File: src/rtl/tt_scanner.sv
// Truth-table scanner: steps drv through every input vector and captures s_in into a minterm mask.
// Latency: 2^N_IN*(SETTLE+1) cycles from accepted start to done; all outputs registered.
// No backpressure: start is taken only while idle. Optional checker built with TT_SCAN_COMPARE_EN.
module tt_scanner #(
    parameter int N_IN   = 3,
    parameter int SETTLE = 0
) (
    input  logic                 clk,
    input  logic                 rst_n,
    input  logic                 start,
    input  logic [2**N_IN-1:0]   expected,
    input  logic                 s_in,
    output logic [N_IN-1:0]      drv,
    output logic                 busy,
    output logic                 done,
    output logic [2**N_IN-1:0]   mask,
    output logic                 mismatch,
    output logic [N_IN-1:0]      first_err
);
    localparam logic [3:0]      SETTLE_W = 4'(SETTLE);
    localparam logic [N_IN-1:0] LAST     = N_IN'((1 << N_IN) - 1);

    typedef enum logic {IDLE, RUN} state_t;

    state_t     state;
    logic [3:0] cnt;
    logic       sample;
    logic       accept;

    assign sample = (state == RUN) && (cnt == 4'd0);
    assign accept = (state == IDLE) && start;

    always_ff @(posedge clk or negedge rst_n) begin
        if (!rst_n) begin
            state <= IDLE;
            cnt   <= 4'd0;
            drv   <= '0;
            busy  <= 1'b0;
            done  <= 1'b0;
            mask  <= '0;
        end else begin
            done <= 1'b0;
            case (state)
                IDLE: begin
                    if (start) begin
                        state <= RUN;
                        busy  <= 1'b1;
                        drv   <= '0;
                        cnt   <= SETTLE_W;
                        mask  <= '0;
                    end
                end
                RUN: begin
                    if (cnt != 4'd0) begin
                        cnt <= cnt - 4'd1;
                    end else begin
                        mask[drv] <= s_in;
                        if (drv != LAST) begin
                            drv <= drv + N_IN'(1);
                            cnt <= SETTLE_W;
                        end else begin
                            done  <= 1'b1;
                            busy  <= 1'b0;
                            drv   <= '0;
                            state <= IDLE;
                        end
                    end
                end
                default: state <= IDLE;
            endcase
        end
    end

`ifdef TT_SCAN_COMPARE_EN
    // Only the first differing vector is recorded; later ones leave first_err alone.
    always_ff @(posedge clk or negedge rst_n) begin
        if (!rst_n) begin
            mismatch  <= 1'b0;
            first_err <= '0;
        end else if (accept) begin
            mismatch  <= 1'b0;
            first_err <= '0;
        end else if (sample && (s_in != expected[drv]) && !mismatch) begin
            mismatch  <= 1'b1;
            first_err <= drv;
        end
    end
`else
    logic unused_expected;
    assign unused_expected = ^expected;
    assign mismatch  = 1'b0;
    assign first_err = '0;
`endif

endmodule

File: config.mk
export PLATFORM = sky130hd
export DESIGN_NAME = tt_scanner
export DESIGN_NICKNAME = d
export VERILOG_FILES = /design/src/rtl/tt_scanner.sv
export SDC_FILE = /design/constraint.sdc
export NUM_CORES = 1
export LEC_CHECK = 0
export ABC_CLOCK_PERIOD_IN_PS = 3900
export CORE_MARGIN = 5
export CORE_UTILIZATION = 47
export DETAILED_ROUTE_END_ITERATION = 7
export PLACE_DENSITY = 0.77
export SYNTH_ARGS = -nofsm -noshare
export SYNTH_HDL_FRONTEND = slang
export SYNTH_SLANG_ARGS = --single-unit
export TNS_END_PERCENT = 1
File: constraint.sdc
create_clock -name clk -period 3.9 [get_ports clk]
set_input_delay 0.585 -clock clk [delete_from_list [all_inputs] [get_ports clk]]
set_output_delay 0.585 -clock clk [all_outputs]
set_load 0.005 [all_outputs]
==> impl_results.md, run 1 <==
- Growth of design area from synthesis to finish: 18.8%
- DRC marker count from the first detailed-route iteration: 11
- Worst R2R End: mask[1]
- Synth top area cells: dfrtp_1 (47%), mux2i_1 (7.3%), nand2_1 (6.2%)
- Hold wc startpoint: mask[7]
- Leading post-synthesis cells by instance count: dfrtp_1 (18), nand2_1 (16), mux2i_1 (7), nand3_1 (7)
- Detailed-placement wirelength estimate: 1330 um
- Delay-heaviest family, CP: flip-flops
- Total Die Area: 3060 sq um
- Cell Rows: 16
- CTS Buf Count: 3
- Die height: 55.3 um
- Ratio of routed vias to standard cells: 5.40
- Fraction of synthesized cell area taken by the top area cell type: 0.466
- Total area of multi-input combinational cells: 448 sq um
- Area inside the core boundary: 1960 sq um
- CTS tree: done
- Static leakage: 0.518 nW
- Post-synth ARST share: 1.00
- Number of design rule violations left after detail routing: 0
- Required time of the critical path: 3.31 ns
- Overall global routing resource usage: 0.134
- Effective utilization at floorplan: 0.492
- Number of pins exceeding their max-slew limit in the final report: 0
- Setup violations, final: 0
- Clk network pwr share: 0.133
- Endpoint class of the critical path: output port
- CTS root buf: clkbuf_4
- Number of buffers on the longest clock path: 2
- Setup Buffers After CTS: 0
- Number of antenna violations at the first check in global routing: 0
- Layout cell share with drive strength beyond 1: 0.0826
- Storage element area: 450 sq um
- Via count: 734
- Worst-Margin Slew: 0.795 ns
- Internal power component: 0.544 mW
- Final Hold Vio Count: 0
- Wire length of the first global-routing pass: 3390 um
- Kind of launch point of the worst setup path: flip-flop
- Total of hold buffers inserted after clock tree synthesis: 0
- CP Cell Sequence: clkdlybuf4s50_1
- Clock-pin slew of the registers on the worst-case setup and hold paths: 0.10 ns
- Maximum fanout encountered on the critical timing path: 12
- #FFs+latches synth: 18
- Achievable clock frequency: 0.483 GHz
- Path type of the worst setup path: reg -> out
- Hold Path End: mask[7]
- CTS H-tree lvls: 1
- Fill count: 183
- WP buf/inv: 1
- Placer congestion estimate: 0.694
- Fraction of power consumed by sequential logic: 0.426
- Areal power density over the cells: 748 nW/um^2
- # clock sinks: 18
- Die width: 55.3 um
- Launch point of the worst reg-to-reg path: cnt[0]
- Source-to-sink clock delay at the later pin of the worst-skew pair: 0.29 ns
- Share of synthesized area occupied by flip-flops and latches: 0.466
- Number of enable-type register cells in the synthesized netlist: 0
- Final critical-path required period: 2.07 ns
- Flop2flop setup slack: 1.90 ns
- Maximum number of pins on one net before global-route repair: 19
- Setup TNS after final layout: 0 ns
- Status: complete, no violations
- Relative slew slack: 0.468
- Post-Place Worst Slack: 1.93 ns
- Switching power total: 0.313 mW
- Worst ir drop on vdd: 0.445 mV
- Port Buffers: 16
- Overflow after GRT: 0
- Detailed Route WL: 1850 um
- Antenna-violating nets left: 0
- Number of nets in the final layout: 126
- Worst Reg2Reg Path Length in Cells: 5
- PostCTS Resize Cnt: 0
- Most used flip-flop cell after synthesis: dfrtp_1
- Setup repair after global routing missed its margin: false
- Cell with the most instances after synthesis: dfrtp_1
- Final clock period utilization by the worst path: 0.531
- Post-route setup slack: 1.83 ns
- Hold Path Class: reg -> reg
- Avg Inst Size Synth: 10.1 sq um
- Hold depth: 2
- Yosys top cell by area: dfrtp_1
- Boundary pin count: 29
- Worst setup skew after layout: 0.00416 ns
- ANT cells: 0
- Max Cap Violations: 0
- Synth Instances: 96
- Mapped cell area: 966 sq um
- TritonRoute pass-1 iters: 4
- Switching share of power: 0.365
- Endpoint arrival time on the critical path: 1.48 ns
- Delay contributed by the slowest stage of the critical path: 0.61 ns
- Number of warnings issued by yosys: 0
- Yosys cell types: 31
- Critical-path cell with the highest stage delay: dfrtp_1
- Vias in the first global route: 744
- Proportion of power drawn by combinational gates: 0.441
- Final routed wire length divided by cell count: 13.6 um
-- cell usage in the layout (no fill, tap or decap), types with 2 or more instances in the layout --
| master | count |
|---|---|
| clkbuf_4 | 3 |
| clkdlybuf4s50_1 | 16 |
| conb_1 | 4 |
| dfrtp_1 | 18 |
| ha_1 | 4 |
| inv_1 | 5 |
| mux2i_1 | 7 |
| nand2_1 | 16 |
| nand3_1 | 7 |
| nand4b_1 | 3 |
| nor2_1 | 4 |
| o21ai_0 | 3 |
| o21ai_1 | 2 |
-- worst max path at each step --
| stage | from | to | cells past startpoint |
|---|---|---|---|
| 4_1_cts | drv[2] | drv[2] | 1 |
| 3_5_place_dp | cnt[0] | mask[1] | 5 |
| 2_1_floorplan | cnt[0] | cnt[0] | 5 |
| 6_report | drv[2] | drv[2] | 1 |
| 3_3_place_gp | cnt[0] | mask[1] | 5 |
| 5_1_grt | drv[2] | drv[2] | 1 |
-- logic make-up (layout without fill, tap and decap cells) --
kind of cell / Yosys count / in the layout / synth area share
flip-flops: 18 / 18 / 0.466
AO/OA/AOI/OAI: 10 / 10 / 0.0712
AND/OR/NAND/NOR: 41 / 41 / 0.253
adder cells (fa/ha/maj): 4 / 4 / 0.0518
buffers and inverters: 15 / 25 / 0.0816
multiplexers: 7 / 7 / 0.0725
other: 1 / 4 / 0.00388
-- flip-flops by register name, indices dropped and copies added (netlist names) --
name,count
busy,1
cnt,4
done,1
drv,3
mask,8
state,1
-- power groups by stage --
stage	logic, mW	clock network [mW]	registers, mW
final	0.378	0.115	0.365
after global routing	0.428	0.128	0.384
after CTS	0.385	0.119	0.365
after detailed placement	0.382	0	0.369
after global placement	0.365	0	0.365
after floorplan	0.257	0	0.328
-- cell type report --
type / count / area share
Timing Repair Buffer: 16 / 0.140
Tap cell: 27 / 0.0294
Sequential cell: 18 / 0.393
Clock buffer: 4 / 0.0316
Multi-Input combinational cell: 66 / 0.390
Inverter: 5 / 0.0164
-- through the flow --
step | hold slack (ns) | cells | power (mW) | utilization | instance area [sq um]
after global placement | 0.499 | 132 | 0.731 | 0.566 | 1110
after detailed placement | 0.516 | 132 | 0.751 | 0.566 | 1110
after floorplan | 0.289 | 99 | 0.585 | - | 977
after CTS | 0.540 | 136 | 0.869 | 0.585 | 1150
final | 0.535 | 136 | 0.858 | 0.585 | 1150
after global routing | 0.578 | 136 | 0.939 | 0.585 | 1150
-- per-layer routing --
layer / GRT usage / wire length (um) / part of all wire
met5: 0 / 0 / 0
met4: 0.0208 / 12 / 0.0065
met3: 0.0536 / 91 / 0.049
met2: 0.223 / 947 / 0.51
met1: 0.165 / 799 / 0.43
No activity file was read; power rests on OpenSTA's default activity.
==> inputs of run 2 (changes only) <==
Settings changed: ABC_CLOCK_PERIOD_IN_PS 3900 to 1700, CORE_UTILIZATION 47 to 41, PLACE_DENSITY 0.77 to 0.71.
Clock period 3.9 ns to 1.7 ns, I/O delays scaled along.
==> impl_results.md, run 2 (synthesized netlist as in run 1, its figures left out) <==
- ANT cells: 0
- TritonRoute pass-1 iters: 4
- Critical-path cell with the highest stage delay: dfrtp_1
- Overflow after GRT: 0
- Area inside the core boundary: 2230 sq um
- CTS Buf Count: 3
- Setup violations, final: 0
- Effective utilization at floorplan: 0.432
- Number of nets in the final layout: 135
- Wire length of the first global-routing pass: 3200 um
- Status: complete, no violations
- Total Die Area: 3430 sq um
- Worst setup skew after layout: 0.00133 ns
- Final routed wire length divided by cell count: 12.6 um
- DRC marker count from the first detailed-route iteration: 16
- Total area of multi-input combinational cells: 450 sq um
- Boundary pin count: 29
- Worst ir drop on vdd: 0.803 mV
- Source-to-sink clock delay at the later pin of the worst-skew pair: 0.28 ns
- Required time of the critical path: 1.91 ns
- Delay-heaviest family, CP: simple AND/OR/NAND/NOR gates
- Antenna-violating nets left: 0
- Achievable clock frequency: 0.617 GHz
- Placer congestion estimate: 0.709
- Cell area after placement: 1170 sq um
- CTS root buf: clkbuf_4
- Number of pins exceeding their max-slew limit in the final report: 0
- Path type of the worst setup path: reg -> reg
- Die height: 58.5 um
- Fill count: 220
- Most flops, register: mask
- Clock-pin slew of the registers on the worst-case setup and hold paths: 0.10 ns
- Via count: 752
- Number of design rule violations left after detail routing: 0
- WP buf/inv: 2
- Cell Rows: 17
- Final critical-path required period: 1.62 ns
- Number of flip-flops under the largest register name: 8
- Kind of launch point of the worst setup path: flip-flop
- CTS tree: done
- Detailed-placement wirelength estimate: 1320 um
- Overall global routing resource usage: 0.119
- Largest regs: mask x8, cnt x4, drv x3
- Setup repair after global routing missed its margin: true
- Endpoint arrival time on the critical path: 1.83 ns
- Hold Path Class: in -> async
- Ratio of routed vias to standard cells: 5.19
- Number of buffers on the longest clock path: 2
- Max Cap Violations: 0
- Areal power density over the cells: 1670 nW/um^2
- Layout cell share with drive strength beyond 1: 0.154
- Vias in the first global route: 761
- Storage element area: 450 sq um
- Port Buffers: 16
- Power after layout: 2.02 mW
- Final non-filler cell area: 1210 sq um
- Detailed Route WL: 1820 um
- Static leakage: 0.553 nW
- Number of antenna violations at the first check in global routing: 0
- Maximum number of pins on one net before global-route repair: 19
- # clock sinks: 18
- Die width: 58.5 um
- CTS H-tree lvls: 1
- Maximum fanout encountered on the critical timing path: 8
- Commonest cells after routing, fill and taps aside: dfrtp_1 (18), nand2_1 (16), clkdlybuf4s50_1 (16)
- Delay contributed by the slowest stage of the critical path: 0.39 ns
- Final clock period utilization by the worst path: 0.953
- Total of hold buffers inserted after clock tree synthesis: 0
- Endpoint class of the critical path: flip-flop
- Growth of design area from synthesis to finish: 25.1%
- Most frequent standard cell in the layout excluding fill and tap cells: dfrtp_1
- Final Hold Vio Count: 0
- Min Hold Slack: 0.288 ns
- CP Cell Sequence: inv_1 > ha_2 > nand4bb_1 > buf_6 > nor4b_2 > mux2i_1
[run 2: layout make-up]
type	count	area share
clock buffer	3	0.0186
inverter	5	0.0155
multi-input combinational	66	0.373
sequential	18	0.373
tap	28	0.0290
timing repair buffer	25	0.192
[run 2: what timing repair did]
| item | 4_1_cts | 5_1_grt |
|---|---|---|
| buffers inserted | 0 | 1 |
| setup endpoints to repair | 0 | 4 |
| gates resized for setup | 0 | 2 |
[run 2: worst paths after layout]
path,startpoint,to,slack (ns),cells past startpoint
worst min-delay path,rst_n,cnt[3],0.29,2
max in group asynchronous,rst_n,mask[6],1.22,2
worst max-delay path,cnt[0],mask[2],0.08,6
worst min register to register,busy,busy,0.52,2
min in group clk,busy,busy,0.52,2
worst max register to register,cnt[0],mask[2],0.08,6
[run 2: power breakdown]
part | internal [mW] | switching, mW | leakage (nW)
logic | 0.613 | 0.470 | 0.319
registers | 0.615 | 0.123 | 0.221
clock network | 0.0820 | 0.121 | 0.0138
total | 1.31 | 0.715 | 0.553
[run 2: metrics by stage]
stage	setup slack, ns	std cells	TNS [ns]	utilization
5_1_grt	-0.0305	145	-0.0585	0.541
4_1_cts	0.0327	144	0	0.535
3_5_place_dp	0.0831	141	0	0.525
2_1_floorplan	0.154	99	0	-
3_3_place_gp	0.0847	141	0	0.525
6_report	0.0802	145	0	0.541
[run 2: routing by layer]
metal	vias to the layer above	wire, um	GRT usage
met1	365	816	0.144
met4	0	14	0.0430
li1	369	-	-
met5	-	0	0
met3	2	72	0.0351
met2	16	920	0.201
==> inputs of run 3 (changes only) <==
Settings changed: ABC_CLOCK_PERIOD_IN_PS 1700 to 1650, CAP_MARGIN set to 0, CORE_UTILIZATION 41 to 45, PLACE_DENSITY 0.71 to 0.74.
Clock period 1.7 ns to 1.65 ns, I/O delays scaled along.
==> impl_results.md, run 3 (synthesized netlist as in run 1, its figures left out) <==
- Number of pins exceeding their max-slew limit in the final report: 0
- Cell Rows: 16
- Setup violations, final: 0
- Source-to-sink clock delay at the later pin of the worst-skew pair: 0.29 ns
- Kind of launch point of the worst setup path: flip-flop
- TritonRoute pass-1 iters: 4
- Post-Layout Cell Count: 144
- Boundary pin count: 29
- Detailed-placement wirelength estimate: 1510 um
- Worst setup skew after layout: 0.00537 ns
- Detailed Route WL: 2000 um
- Delay-heaviest family, CP: buffers and inverters
- Number of design rule violations left after detail routing: 0
- Clock-pin slew of the registers on the worst-case setup and hold paths: 0.11 ns
- Overflow after GRT: 0
- Endpoint arrival time on the critical path: 1.34 ns
- Final clock period utilization by the worst path: 0.963
- CTS root buf: clkbuf_4
- Total area of multi-input combinational cells: 460 sq um
- # clock sinks: 18
- Number of buffers on the longest clock path: 2
- Number of flip-flops under the largest register name: 8
- Antenna-violating nets left: 0
- Areal power density over the cells: 1770 nW/um^2
- Vias in the first global route: 781
- Delay contributed by the slowest stage of the critical path: 0.55 ns
- Ratio of routed vias to standard cells: 5.27
- Max Cap Violations: 0
- Post-route setup slack: 0.0610 ns
- Setup TNS after final layout: 0 ns
- Most used routing layer in global routing: met2
- Port Buffers: 16
- Static leakage: 0.553 nW
- CTS tree: done
- Effective utilization at floorplan: 0.482
- Total Die Area: 3170 sq um
- Largest regs: mask x8, cnt x4, drv x3
- Overall global routing resource usage: 0.137
- ANT cells: 0
- CTS Buf Count: 3
- Wire length of the first global-routing pass: 3500 um
- WP buf/inv: 1
- Path type of the worst setup path: reg -> out
- Met1 usage: 0.164
- Maximum fanout encountered on the critical timing path: 12
- Storage element area: 452 sq um
- Achievable clock frequency: 0.629 GHz
- Critical-path cell with the highest stage delay: clkdlybuf4s50_1
- Via count: 759
- Required time of the critical path: 1.40 ns
- CP Cell Sequence: clkdlybuf4s50_1
- Die height: 56.3 um
- Met3 track demand over resource in global routing: 0.0344
- Most flops, register: mask
- Die width: 56.3 um
- Commonest cells after routing, fill and taps aside: dfrtp_1 (17), nand2_1 (16), clkdlybuf4s50_1 (16)
- Endpoint class of the critical path: output port
- Total of hold buffers inserted after clock tree synthesis: 0
- Placer congestion estimate: 0.789
- Number of nets in the final layout: 134
- Area inside the core boundary: 2000 sq um
- Growth of design area from synthesis to finish: 26.4%
- Cell total after placement: 140
- Final routed wire length divided by cell count: 13.9 um
- Status: complete, no violations
- Hold Path Class: in -> async
- Final Hold Vio Count: 0
- Post-Place Worst Slack: 0.0301 ns
- Most frequent standard cell in the layout excluding fill and tap cells: dfrtp_1
- Setup repair after global routing missed its margin: false
- CTS H-tree lvls: 1
- Fraction of the core area covered by cells at the end of the flow: 0.610
- Flop2flop setup slack: 0.07 ns
- Number of antenna violations at the first check in global routing: 0
- Global Route met2 Usage: 0.237
- Maximum number of pins on one net before global-route repair: 19
- DRC marker count from the first detailed-route iteration: 26
- Worst ir drop on vdd: 0.992 mV
- Final critical-path required period: 1.59 ns
- Layout cell share with drive strength beyond 1: 0.171
- Fill count: 170
[run 3: changes by cell type in the layout (fill, tap and decap cells not counted)]
| cell | previous run | this run |
|---|---|---|
| buf_6 | 1 | 0 |
| clkbuf_8 | 0 | 1 |
| dfrtp_1 | 18 | 17 |
| dfrtp_2 | 0 | 1 |
| ha_2 | 1 | 0 |
| ha_4 | 0 | 1 |
| inv_1 | 5 | 4 |
| inv_2 | 0 | 1 |
[run 3: metal layers]
layer  vias up  routed length (um)
met1       374                 863
met3         2                  65
met2        15                1060
met4         0                  15
li1        368                   -
met5         -                   0
[run 3: what timing repair did]
action / 4_1_cts / 5_1_grt
endpoints found under the setup margin: 1 / 5
setup buffers: 0 / 0
pin swaps: 0 / 1
gates resized for setup: 1 / 3
[run 3: final timing paths]
path,end,depth (start not counted),from
worst min register to register,mask[7],2,mask[7]
worst min-delay path,cnt[1],2,rst_n
max in group asynchronous,drv[2],2,rst_n
worst max-delay path,drv[2],1,drv[2]
worst max register to register,cnt[0],5,cnt[1]
min in group clk,mask[7],2,mask[7]
[run 3: cell type report]
| class | count | share of cell area |
|---|---|---|
| tap | 27 | 0.0277 |
| inverter | 5 | 0.0154 |
| sequential | 18 | 0.370 |
| clock buffer | 4 | 0.0297 |
| multi-input combinational | 66 | 0.377 |
| timing repair buffer | 24 | 0.180 |
[run 3: power breakdown]
| group | switching, mW | internal (mW) |
|---|---|---|
| sequential | 0.159 | 0.635 |
| combinational | 0.483 | 0.610 |
| clock | 0.136 | 0.134 |
| total | 0.778 | 1.38 |
[run 3: stage by stage]
stage	hold WS, ns	instance area [sq um]	total power [mW]
after detailed placement	0.519	1170	1.87
after global placement	0.492	1170	1.83
final	0.277	1220	2.16
after floorplan	-0.0481	977	1.38
after CTS	0.275	1210	2.15
after global routing	0.277	1220	2.35
